### config.mk
export PLATFORM = sky130hd
export DESIGN_NAME = alu_op_sequencer
export DESIGN_NICKNAME = d
export VERILOG_FILES = /design/src/rtl/alu_op_sequencer.sv
export SDC_FILE = /design/constraint.sdc
export NUM_CORES = 1
export LEC_CHECK = 0
export ABC_AREA = 1
export BUFFER_PORTS_ARGS = -buffer_cell sky130_fd_sc_hd__buf_2
export CAP_MARGIN = 30
export CORE_ASPECT_RATIO = 1.75
export CORE_UTILIZATION = 49
export DETAILED_ROUTE_END_ITERATION = 6
export PLACE_DENSITY_LB_ADDON = 0.08
export SYNTH_ARGS = -nofsm -noshare
export SYNTH_HDL_FRONTEND = slang
export SYNTH_SLANG_ARGS = --single-unit
### constraint.sdc
create_clock -name clk -period 1.84 [get_ports clk]
set_input_delay 0.184 -clock clk [delete_from_list [all_inputs] [get_ports clk]]
set_output_delay 0.184 -clock clk [all_outputs]
set_load 0.01 [all_outputs]
### src/rtl/alu_op_sequencer.sv
// Registered command front-end for a combinational ALU: accepts one operation,
// holds the ALU inputs for a fixed settle interval, then captures and presents the result.
module alu_op_sequencer #(
  parameter int WIDTH  = 16,
  parameter int SEL_W  = 4,
  parameter int SETTLE = 2
) (
  input  logic             clk,
  input  logic             rst_n,
  input  logic             in_valid,
  output logic             in_ready,
  input  logic [WIDTH-1:0] in_a,
  input  logic [WIDTH-1:0] in_b,
  input  logic [SEL_W-1:0] in_sel,
  output logic [WIDTH-1:0] alu_a,
  output logic [WIDTH-1:0] alu_b,
  output logic [SEL_W-1:0] alu_sel,
  input  logic [WIDTH-1:0] alu_out,
  input  logic             alu_carry,
  output logic             out_valid,
  input  logic             out_ready,
  output logic [WIDTH-1:0] out_result,
  output logic             out_carry,
  output logic             out_zero,
  output logic [15:0]      op_count,
  output logic [1:0]       fsm_state
);

  // Handshakes: a transfer happens on a rising edge where valid and ready are both 1.
  // in_ready depends only on state; out_valid is a register; neither looks at the other side.
  typedef enum logic [1:0] {
    S_IDLE   = 2'd0,
    S_SETTLE = 2'd1,
    S_DONE   = 2'd2
  } state_t;

  localparam logic [3:0] CNT_INIT = 4'(SETTLE - 1);

  state_t     state;
  logic [3:0] cnt;

  assign in_ready  = (state == S_IDLE);
  assign fsm_state = state;

  always_ff @(posedge clk or negedge rst_n) begin
    if (!rst_n) begin
      state      <= S_IDLE;
      cnt        <= '0;
      alu_a      <= '0;
      alu_b      <= '0;
      alu_sel    <= '0;
      out_valid  <= 1'b0;
      out_result <= '0;
      out_carry  <= 1'b0;
      out_zero   <= 1'b0;
      op_count   <= '0;
    end else begin
      case (state)
        S_IDLE: begin
          if (in_valid) begin
            alu_a   <= in_a;
            alu_b   <= in_b;
            alu_sel <= in_sel;
            cnt     <= CNT_INIT;
            state   <= S_SETTLE;
          end
        end
        S_SETTLE: begin
          // ALU inputs have been stable for SETTLE edges when cnt reaches 0.
          if (cnt == 4'd0) begin
            out_result <= alu_out;
            out_carry  <= alu_carry;
            out_zero   <= (alu_out == '0);
            out_valid  <= 1'b1;
            state      <= S_DONE;
          end else begin
            cnt <= cnt - 4'd1;
          end
        end
        S_DONE: begin
          if (out_ready) begin
            out_valid <= 1'b0;
            op_count  <= op_count + 16'd1;
            state     <= S_IDLE;
          end
        end
        default: state <= S_IDLE;
      endcase
    end
  end

endmodule

==> summary.md, run 1 <==
| Metric | Value |
|---|---|
| Drc violations | `0` |
| Slew HR | `0.5442` |
| Max-Cap Viols | `0` |
| Final instance area | `4422 µm²` |
| Seq/Total Area, Yosys | `0.5687` |
| Final period utilization | `0.8908` |
| Post-synth EDFFs | `0` |
| H-tree levels | `3` |
| N_diodes | `0` |
| Hold/Removal Path Class | `primary input to register` |
| Slowest cell on crit path | `inv_2` |
| Clk slew on worst S/H paths | `60 ps` |
| DR vias/cell | `4.884` |
| Number of DRC markers in iteration 0 | `131` |
| Worst hold slack | `approximately 63 ps` |
| Yosys warning total | `0` |
| Initial antenna violation count | `0` |
| Highest fanout seen on the critical path | `36` |
| CTS tree | `yes` |
| Root Driver | `clkbuf_16` |
| Pre-antenna DRT Iters | `4` |
| Final hold vios | `0` |
| Max clock buf depth | `2` |
| CP Cell Sequence | `inv_1, ha_1, nand2_1, nor2_4, inv_2, o21ai_0` |
| Die height | `roughly 110 µm` |
| Async set-reset flop share out of synthesis | `1.000` |
| Post-cts sizing count | `0` |
| Clock sink total | `77` |
| Max IR drop VDD | `0.8915 mV` |
| HPWL Detailed | `5285 µm` |
| Top FF cell, synth | `dfrtp_1` |
| Placed Area | `4125 µm²` |
| Die area | `7265 µm²` |
| Synthesized area per cell | `10.89 µm²` |
| Worst Path Buf+Inv | `2` |
| Final Max Slew Viols | `0` |
| Clock skew | `between 3 and 4 ps` |
| Grt ovf | `0` |
| Hold endpoint | `out_carry` |
| FF-to-FF path depth | `6` |
| Post-Synthesis Cells | `311` |
| Setup TNS | `0 ps` |
| Run status | `complete, no violations` |
| Post-synth top cells | `dfrtp_1 (77), nand2_1 (67), inv_1 (33), mux2_2 (28), nor2_1 (26)` |
| # fillers | `548` |
| Top delay family on crit path | `buffers and inverters` |
| Synth area leaders | `dfrtp_1 (57%), mux2_2 (9.3%), nand2_1 (7.4%)` |
| Worst skew pair latency | `approximately 330 ps` |
| Seq cells post-synth | `77` |
| Vias in the first global route | `2615` |
| HP Start | `alu_carry` |
| FMAX | `610.1 MHz` |
| Power Density | `roughly 1600 nW/µm²` |
| Setup crit end kind | `register` |
| Core Footprint | `6588 µm²` |
| Leak pwr | `2.324 nW` |
| Largest area contributor in the netlist | `dfrtp_1` |
| Hold-critical path depth | `3` |
| Final wirelength | `6975 µm` |
| Area Growth Syn to Fin | `30.50%` |
| RePlAce Congestion | `~0.8` |
| Overall Power | `about 7.2 mW` |
| Register-to-register setup slack | `200 ps` |
| Synthesized area | `3388 µm²` |
| Reg-to-Reg End | `fsm_state[1]` |
| Postcts setup bufs | `0` |
| CTS Buf Count | `9` |
| Syn Nets | `~370` |
| # rows | `39` |
| Final setup fails | `0` |
| Initial Utilization | `0.5143` |
| Reg2reg start | `cnt[0]` |
| Die span in x | `64.86 µm` |
| Layout cells sized above 1 | `0.4636` |
| Slowest stage delay, CP | `500 ps` |
| I/O Pins | `131` |
| # port buffers | `130` |
| First-pass GRT wire length | `11630 µm` |
| Routed Antenna Nets | `0` |
| Minimum clock period | `~1600 ps` |
| Req. time, crit path | `2010 ps` |
| RSZ-0062 raised after global routing | `false` |
| Crit path DAT | `around 1800 ps` |
| Synth cell types | `21` |
| Most frequent cell after synthesis | `dfrtp_1` |
| Tightest Pin Transition | `682.6 ps` |
| Largest net degree at the start of global routing | `40` |
| Avg WL per Cell | `13.04 µm` |
| Vias | `2613` |
| Nets | `509` |
| GR Util All Layers | `0.2126` |
| Share of the synthesized area in the top cell type | `0.5687` |
| Crit Path Class | `register to register` |
| Crit path launch type | `register` |
-- report_power, final --
group          total (mW)  switching (mW)  internal [mW]
clock                1.66           0.646           1.01
combinational        2.77            1.45           1.33
sequential           2.81           0.399           2.41
total                7.24            2.49           4.75
-- area by class of cell --
class,instances,area [µm²],share of cell area
flip-flops and latches,77,1927,0.4358
multi-input cells,192,1264,0.2858
repair buffers,134,710.7,0.1607
clock buffers,12,266.5,0.06027
inverters,35,131.4,0.02971
well taps,82,102.6,0.02320
clock inverters,3,20.02,0.004527
-- tightest hold or removal path, cell delays in order --
cell,delay [ps]
buf_2,70
nand2_1,50
nand2_1,60
-- kinds of logic (layout without fill, tap and decap cells) --
group | after synthesis | after routing | share of synthesized area
compound gates | 22 | 22 | 0.05022
xor+xnor | 10 | 10 | 0.02585
fa+ha+maj | 3 | 3 | 0.01108
buf+inv | 42 | 184 | 0.05835
flops | 77 | 77 | 0.5687
mux | 36 | 36 | 0.1285
simple gates | 121 | 121 | 0.1573
-- layout by cell type (no fill, tap or decap), drive strengths merged --
master,Yosys,final
nand3,13,13
o21ai,21,21
buf,7,133
nor2,31,31
nand4,8,8
dfrtp,77,77
nand2,69,69
dlygate4sd3,0,1
inv,35,35
ha,3,3
xor2,4,4
clkbuf,0,12
mux2,36,36
clkinvlp,0,2
clkinv,0,1
a21oi,1,1
xnor2,6,6
-- layer usage --
metal | up-vias | share of wire | GRT usage
met5 | - | 0 | 0
met4 | 0 | 0.018 | 0.08889
met3 | 10 | 0.061 | 0.05738
met2 | 82 | 0.54 | 0.3764
met1 | 1247 | 0.38 | 0.2318
li1 | 1274 | - | -
-- sequential cells by signal, indices dropped and copies added, names as in the netlist --
signal and flops:
alu_a 16, alu_b 16, alu_sel 4, cnt 4
fsm_state 2, op_count 16, out_carry 1, out_result 16
out_valid 1, out_zero 1
-- what timing repair did --
| item | in CTS | in global routing |
|---|---|---|
| endpoints found under the setup margin | 0 | 0 |
| hold endpoints to repair | 33 | 0 |
| hold buffers | 1 | 0 |
-- per-stage QoR --
stage | util | instances | setup slack [ps]
floorplan | - | 311 | 443.8
global placement | 0.6262 | 519 | 250.8
detailed placement | 0.6262 | 519 | 231.4
CTS | 0.6712 | 535 | 179.2
global route | 0.6712 | 535 | 47.69
finish | 0.6712 | 535 | 200.9
-- how the worst max path moves through the flow --
stage | startpoint | to | depth (start not counted)
after floorplan | fsm_state[1] | alu_a[2] | 5
after global placement | cnt[0] | fsm_state[1] | 6
after detailed placement | cnt[0] | fsm_state[1] | 6
after CTS | cnt[0] | fsm_state[1] | 6
after global routing | cnt[0] | fsm_state[1] | 6
final | cnt[0] | fsm_state[1] | 6
No activity file was read; power rests on OpenSTA's default activity.
==> run 2, diff against run 1 <==
Settings changed: RECOVER_POWER set to 50, TNS_END_PERCENT set to 5.
==> run 2 against run 1 <==
Compared with the run above:
- final cell count is the same
- first-iteration DRC count grew 3.8%
- sequential power is essentially flat
- fmax grew 0.27%
- via count grew 0.15%
- combinational power shrank 4%
- core utilization shrank 0.99 points
- routed wire length grew 0.49%
- hold slack is essentially flat
==> summary.md, run 2 (synthesis gave the netlist of run 1 again) <==
| Metric | Value |
|---|---|
| Run status | `complete, no violations` |
| Routed Antenna Nets | `0 (unchanged)` |
| # placed instances | `519 (unchanged)` |
| Crit path launch type | `register` |
| # port buffers | `130 (unchanged)` |
| Minimum clock period | `1635 ps (-4.419 ps)` |
| Avg WL per Cell | `13.10 µm (+0.49%)` |
| Die area | `7265 µm² (unchanged)` |
| Storage cell area | `1927 µm² (unchanged)` |
| Leak pwr | `2.207 nW (-5.0%)` |
| DP Worst Slack | `231.4 ps (unchanged)` |
| Reg2reg start | `cnt[0]` |
| RePlAce Congestion | `0.7898 (unchanged)` |
| Most common cell after layout, fill and taps aside | `buf_2` |
| Tightest Pin Transition | `831.0 ps (+148.4 ps)` |
| Initial antenna violation count | `0 (unchanged)` |
| Hold/Removal Path Class | `primary input to register` |
| Drc violations | `0 (unchanged)` |
| # rows | `39 (unchanged)` |
| Max IR drop VDD | `0.8778 mV (-1.5%)` |
| Die span in x | `64.86 µm (unchanged)` |
| Worst hold slack | `63.46 ps (+0.1746 ps)` |
| FMAX | `611.7 MHz (+0.27%)` |
| Setup TNS | `0 ps (unchanged)` |
| H-tree levels | `3 (unchanged)` |
| Largest net degree at the start of global routing | `40 (unchanged)` |
| HP Start | `alu_carry` |
| Area Growth Syn to Fin | `28.58%` |
| Max-Cap Viols | `0 (unchanged)` |
| Clock skew | `2.950 ps (-0.06808 ps)` |
| Worst setup margin | `205.3 ps (+4.419 ps)` |
| N_diodes | `0 (unchanged)` |
| Clk slew on worst S/H paths | `60 ps (about the same)` |
| Req. time, crit path | `2010 ps (about the same)` |
| DR vias/cell | `4.892 (+0.15%)` |
| Pre-antenna DRT Iters | `4 (unchanged)` |
| CTS Buf Count | `9 (unchanged)` |
| Post-cts sizing count | `0 (unchanged)` |
| Root Driver | `clkbuf_16` |
| # fillers | `568 (+3.6%)` |
| First-pass GRT wire length | `11630 µm (unchanged)` |
| Nets | `509 (unchanged)` |
| Setup crit end kind | `register` |
| Crit path DAT | `1810 ps (about the same)` |
| Worst Setup SP | `cnt[0]` |
| RSZ-0062 raised after global routing | `false` |
| Max clock buf depth | `2 (unchanged)` |
| Power Density | `1639 nW/µm² (about the same)` |
| HPWL Detailed | `5285 µm (unchanged)` |
| Initial Utilization | `0.5143 (unchanged)` |
| Clock sink total | `77 (unchanged)` |
| Crit Path Class | `register to register` |
| Core Footprint | `6588 µm² (unchanged)` |
| CTS tree | `yes` |
| Area of the multi-input gates | `1264 µm² (unchanged)` |
| Slew HR | `0.4460 (-0.09827)` |
| Final period utilization | `0.8884 (-0.002402)` |
| Final Max Slew Viols | `0 (unchanged)` |
| Most frequent cells in the layout | `buf_2 (92), dfrtp_1 (77), nand2_1 (67), clkbuf_1 (38), inv_1 (33)` |
| Final wirelength | `7009 µm (+0.49%)` |
| Final Non-Filler Cells | `535 (unchanged)` |
| Highest fanout seen on the critical path | `36 (unchanged)` |
| GR Util All Layers | `0.2126 (unchanged)` |
| Layout cells sized above 1 | `0.3797 (-0.08389)` |
| Number of DRC markers in iteration 0 | `136 (+3.8%)` |
| Vias | `2617 (+0.15%)` |
| Die height | `112.0 µm (unchanged)` |
| Vias in the first global route | `2615 (unchanged)` |
| Final hold vios | `0 (unchanged)` |
| I/O Pins | `131 (unchanged)` |
| Worst skew pair latency | `330 ps (about the same)` |
| Grt ovf | `0 (unchanged)` |
| Final setup fails | `0 (unchanged)` |
| Postcts setup bufs | `0 (unchanged)` |
[run 2: path summary, 6_finish.rpt]
path	to	slack [ps]	depth (start not counted)
min reg2reg	out_carry	480	2
max in group asynchronous	alu_sel[2]	330	3
min	out_carry	60	3
max reg2reg	fsm_state[1]	210	6
min in group asynchronous	op_count[8]	480	2
max	fsm_state[1]	210	6
[run 2: where the power goes]
| group | total (mW) | internal [mW] | switching [mW] |
|---|---|---|---|
| logic | 2.66 | 1.21 | 1.45 |
| registers | 2.82 | 2.41 | 0.415 |
| clock network | 1.66 | 1.01 | 0.644 |
| total | 7.14 | 4.63 | 2.51 |
[run 2: cell type report]
cell class,count,share of cell area
clock inverters,3,0.004595
repair buffers,134,0.1482
clock buffers,12,0.06117
inverters,35,0.03016
flip-flops and latches,77,0.4423
well taps,82,0.02355
multi-input cells,192,0.2901
[run 2: per-layer routing]
metal / track usage / share of wire / routed length (µm)
met1: 0.2318 / 0.38 / 2680
met3: 0.05738 / 0.061 / 430
met5: 0 / 0 / 0
met2: 0.3764 / 0.54 / 3778
met4: 0.08889 / 0.017 / 120
[run 2: critical path: stages (launching register included)]
cell and delay, ps:
dfrtp_1 310, inv_1 80, ha_1 200, nand2_1 120
nor2_4 60, inv_2 500, o21ai_0 190
[run 2: through the flow]
step / instance area (µm²) / util / power, mW
after floorplan: 3388 / - / 4.639
after global placement: 4125 / 0.6262 / 5.550
after detailed placement: 4125 / 0.6262 / 5.651
after CTS: 4422 / 0.6712 / 7.333
after global routing: 4357 / 0.6613 / 7.590
final: 4357 / 0.6613 / 7.139
[run 2: repair_timing]
action	4_1_cts	5_1_grt
setup endpoints to repair	0	0
hold endpoints to repair	33	0
hold buffers	1	0
==> run 3, diff against run 2 <==
Settings changed: PLACE_DENSITY set to 0.8, PLACE_DENSITY_LB_ADDON 0.08 to unset.
==> run 3 against run 2 <==
Compared with the run above:
- first-iteration DRC count up 18%
- highest routed layer unchanged
- largest cell class unchanged
- final cell count up 0.37%
- core utilization up 0.46 points
- clock-buffer cell count down 1
==> summary.md, run 3 (synthesis gave the netlist of run 1 again) <==
| Metric | Value |
|---|---|
| Most frequent cells in the layout | `buf_2 (92), dfrtp_1 (77), nand2_1 (67), clkbuf_1 (38), inv_1 (33)` |
| Post-CTS Hold Buffers | `1 (unchanged)` |
| CP dominant cell by count | `o21ai_0` |
| Leak pwr | `2.233 nW (+1.1%)` |
| N_diodes | `0 (unchanged)` |
| Slowest stage delay, CP | `470 ps (-30 ps)` |
| Final Non-Filler Cells | `537 (+0.37%)` |
| Reg-to-Reg End | `cnt[0]` |
| Avg WL per Cell | `13.46 µm (+2.8%)` |
| Clock skew | `6.210 ps (+3.260 ps)` |
| Crit Path Class | `register to register` |
| # rows | `39 (unchanged)` |
| CTS Buf Count | `9 (unchanged)` |
| Req. time, crit path | `2040 ps (+30 ps)` |
| Max-Cap Viols | `0 (unchanged)` |
| Reg2reg start | `fsm_state[1]` |
| Run status | `complete, no violations` |
| Routed Antenna Nets | `0 (unchanged)` |
| # placed instances | `520 (+0.19%)` |
| Hold endpoint | `out_carry` |
| Slew HR | `0.3996 (-0.04634)` |
| DP Worst Slack | `405.8 ps (+174.4 ps)` |
| Setup crit end kind | `register` |
| Worst skew pair latency | `330 ps (about the same)` |
| CP Cell Sequence | `nor2_4, nand2_2, buf_4, nand2_1, o21ai_0, o21ai_0` |
| Hold/Removal Path Class | `primary input to register` |
| Die area | `7265 µm² (unchanged)` |
| Slowest cell on crit path | `dfrtp_1` |
| Highest fanout seen on the critical path | `19 (-47%)` |
| Placed Area | `4133 µm² (+0.18%)` |
| Largest net degree at the start of global routing | `43 (+7.5%)` |
| Register-to-register setup slack | `410 ps (+210 ps)` |
| Worst setup margin | `412.3 ps (+207.0 ps)` |
| Root Driver | `clkbuf_16` |
| Drc violations | `0 (unchanged)` |
| Post-cts sizing count | `0 (unchanged)` |
| Crit path DAT | `1630 ps (-180 ps)` |
| Fin util | `0.6659 (+0.004558)` |
| Tightest Pin Transition | `900.5 ps (+69.50 ps)` |
| Final wirelength | `7229 µm (+3.1%)` |
| Final period utilization | `0.7759 (-0.1125)` |
| Area Growth Syn to Fin | `29.47%` |
| RePlAce Congestion | `0.8569 (+8.5%)` |
| Crit path launch type | `register` |
| Nets | `510 (+0.20%)` |
| # port buffers | `130 (unchanged)` |
| Postcts setup bufs | `0 (unchanged)` |
| # fillers | `557 (-1.9%)` |
| Clock sink total | `77 (unchanged)` |
| HP Start | `alu_carry` |
| Core Footprint | `6588 µm² (unchanged)` |
| Initial Utilization | `0.5143 (unchanged)` |
| Initial antenna violation count | `0 (unchanged)` |
| FF-to-FF path depth | `6 (unchanged)` |
| H-tree levels | `3 (unchanged)` |
| Layout cells sized above 1 | `0.3824 (+0.002727)` |
| CTS tree | `yes` |
| DR vias/cell | `4.927 (+0.73%)` |
| Vias in the first global route | `2730 (+4.4%)` |
| Max clock buf depth | `2 (unchanged)` |
| Grt ovf | `0 (unchanged)` |
| First-pass GRT wire length | `11760 µm (+1.2%)` |
| Setup TNS | `0 ps (unchanged)` |
| Hold-critical path depth | `3 (unchanged)` |
| Die height | `112.0 µm (unchanged)` |
| Final Max Slew Viols | `0 (unchanged)` |
| Final hold vios | `0 (unchanged)` |
| HPWL Detailed | `5573 µm (+5.4%)` |
| Vias | `2646 (+1.1%)` |
| Power Density | `1656 nW/µm² (+1.0%)` |
| Max IR drop VDD | `0.8424 mV (-4.0%)` |
| Most common cell after layout, fill and taps aside | `buf_2` |
| Number of DRC markers in iteration 0 | `161 (+18%)` |
| GR Util All Layers | `0.2154 (+0.002738)` |
| Minimum clock period | `1428 ps (-207.0 ps)` |
| Final instance area | `4387 µm² (+0.69%)` |
| I/O Pins | `131 (unchanged)` |
| RSZ-0062 raised after global routing | `false` |
| Final setup fails | `0 (unchanged)` |
| Clk slew on worst S/H paths | `60 ps (about the same)` |
| FMAX | `700.4 MHz (+14%)` |
| Die span in x | `64.86 µm (unchanged)` |
| Pre-antenna DRT Iters | `5 (+1)` |
==> run 3: cell type report <==
type                       count  area [µm²]  area share
inverter                      35       131.4     0.02995
tap                           82       102.6     0.02339
multi-input combinational    192        1264      0.2881
clock buffer                  11       242.7     0.05533
sequential                    77        1927      0.4392
clock inverter                 5       50.05     0.01141
timing repair buffer         135       669.4      0.1526
==> run 3: where the power goes <==
| part | leakage, nW | internal [mW] | switching (mW) |
|---|---|---|---|
| clock | 0.149 | 1.08 | 0.641 |
| sequential | 0.941 | 2.41 | 0.434 |
| combinational | 1.14 | 1.24 | 1.47 |
| total | 2.23 | 4.72 | 2.54 |
==> run 3: worst max-delay path by stage <==
stage                       startpoint             end  slack, ps
after floorplan           fsm_state[1]        alu_a[2]        440
after global placement          cnt[0]  out_result[15]        490
after detailed placement  fsm_state[1]          cnt[0]        410
after CTS                 fsm_state[1]          cnt[0]        380
after global routing      fsm_state[1]          cnt[0]        230
final                     fsm_state[1]          cnt[0]        410
==> run 3: worst max-delay path, delay by kind of cell (launching register included) <==
family / cells / cell delay [ps]
DFF: 1 / 470
buffers and inverters: 1 / 280
AOI/OAI and AO/OA: 2 / 230
and+or+nand+nor: 3 / 320
==> run 3: routing by layer <==
layer  share of wire  GRT usage  vias up
met3           0.041    0.03996       22
li1                -          -     1274
met1            0.35     0.2127     1265
met4           0.036     0.1467        0
met2            0.57     0.3896       85
met5               0          0        -
==> run 3: per-stage QoR <==
stage	hold slack [ps]	total power, mW
final	61.55	7.263
after global routing	80.91	7.706
after CTS	54.26	7.451
after detailed placement	175.0	5.712
after global placement	169.4	5.579
after floorplan	-111.6	4.639
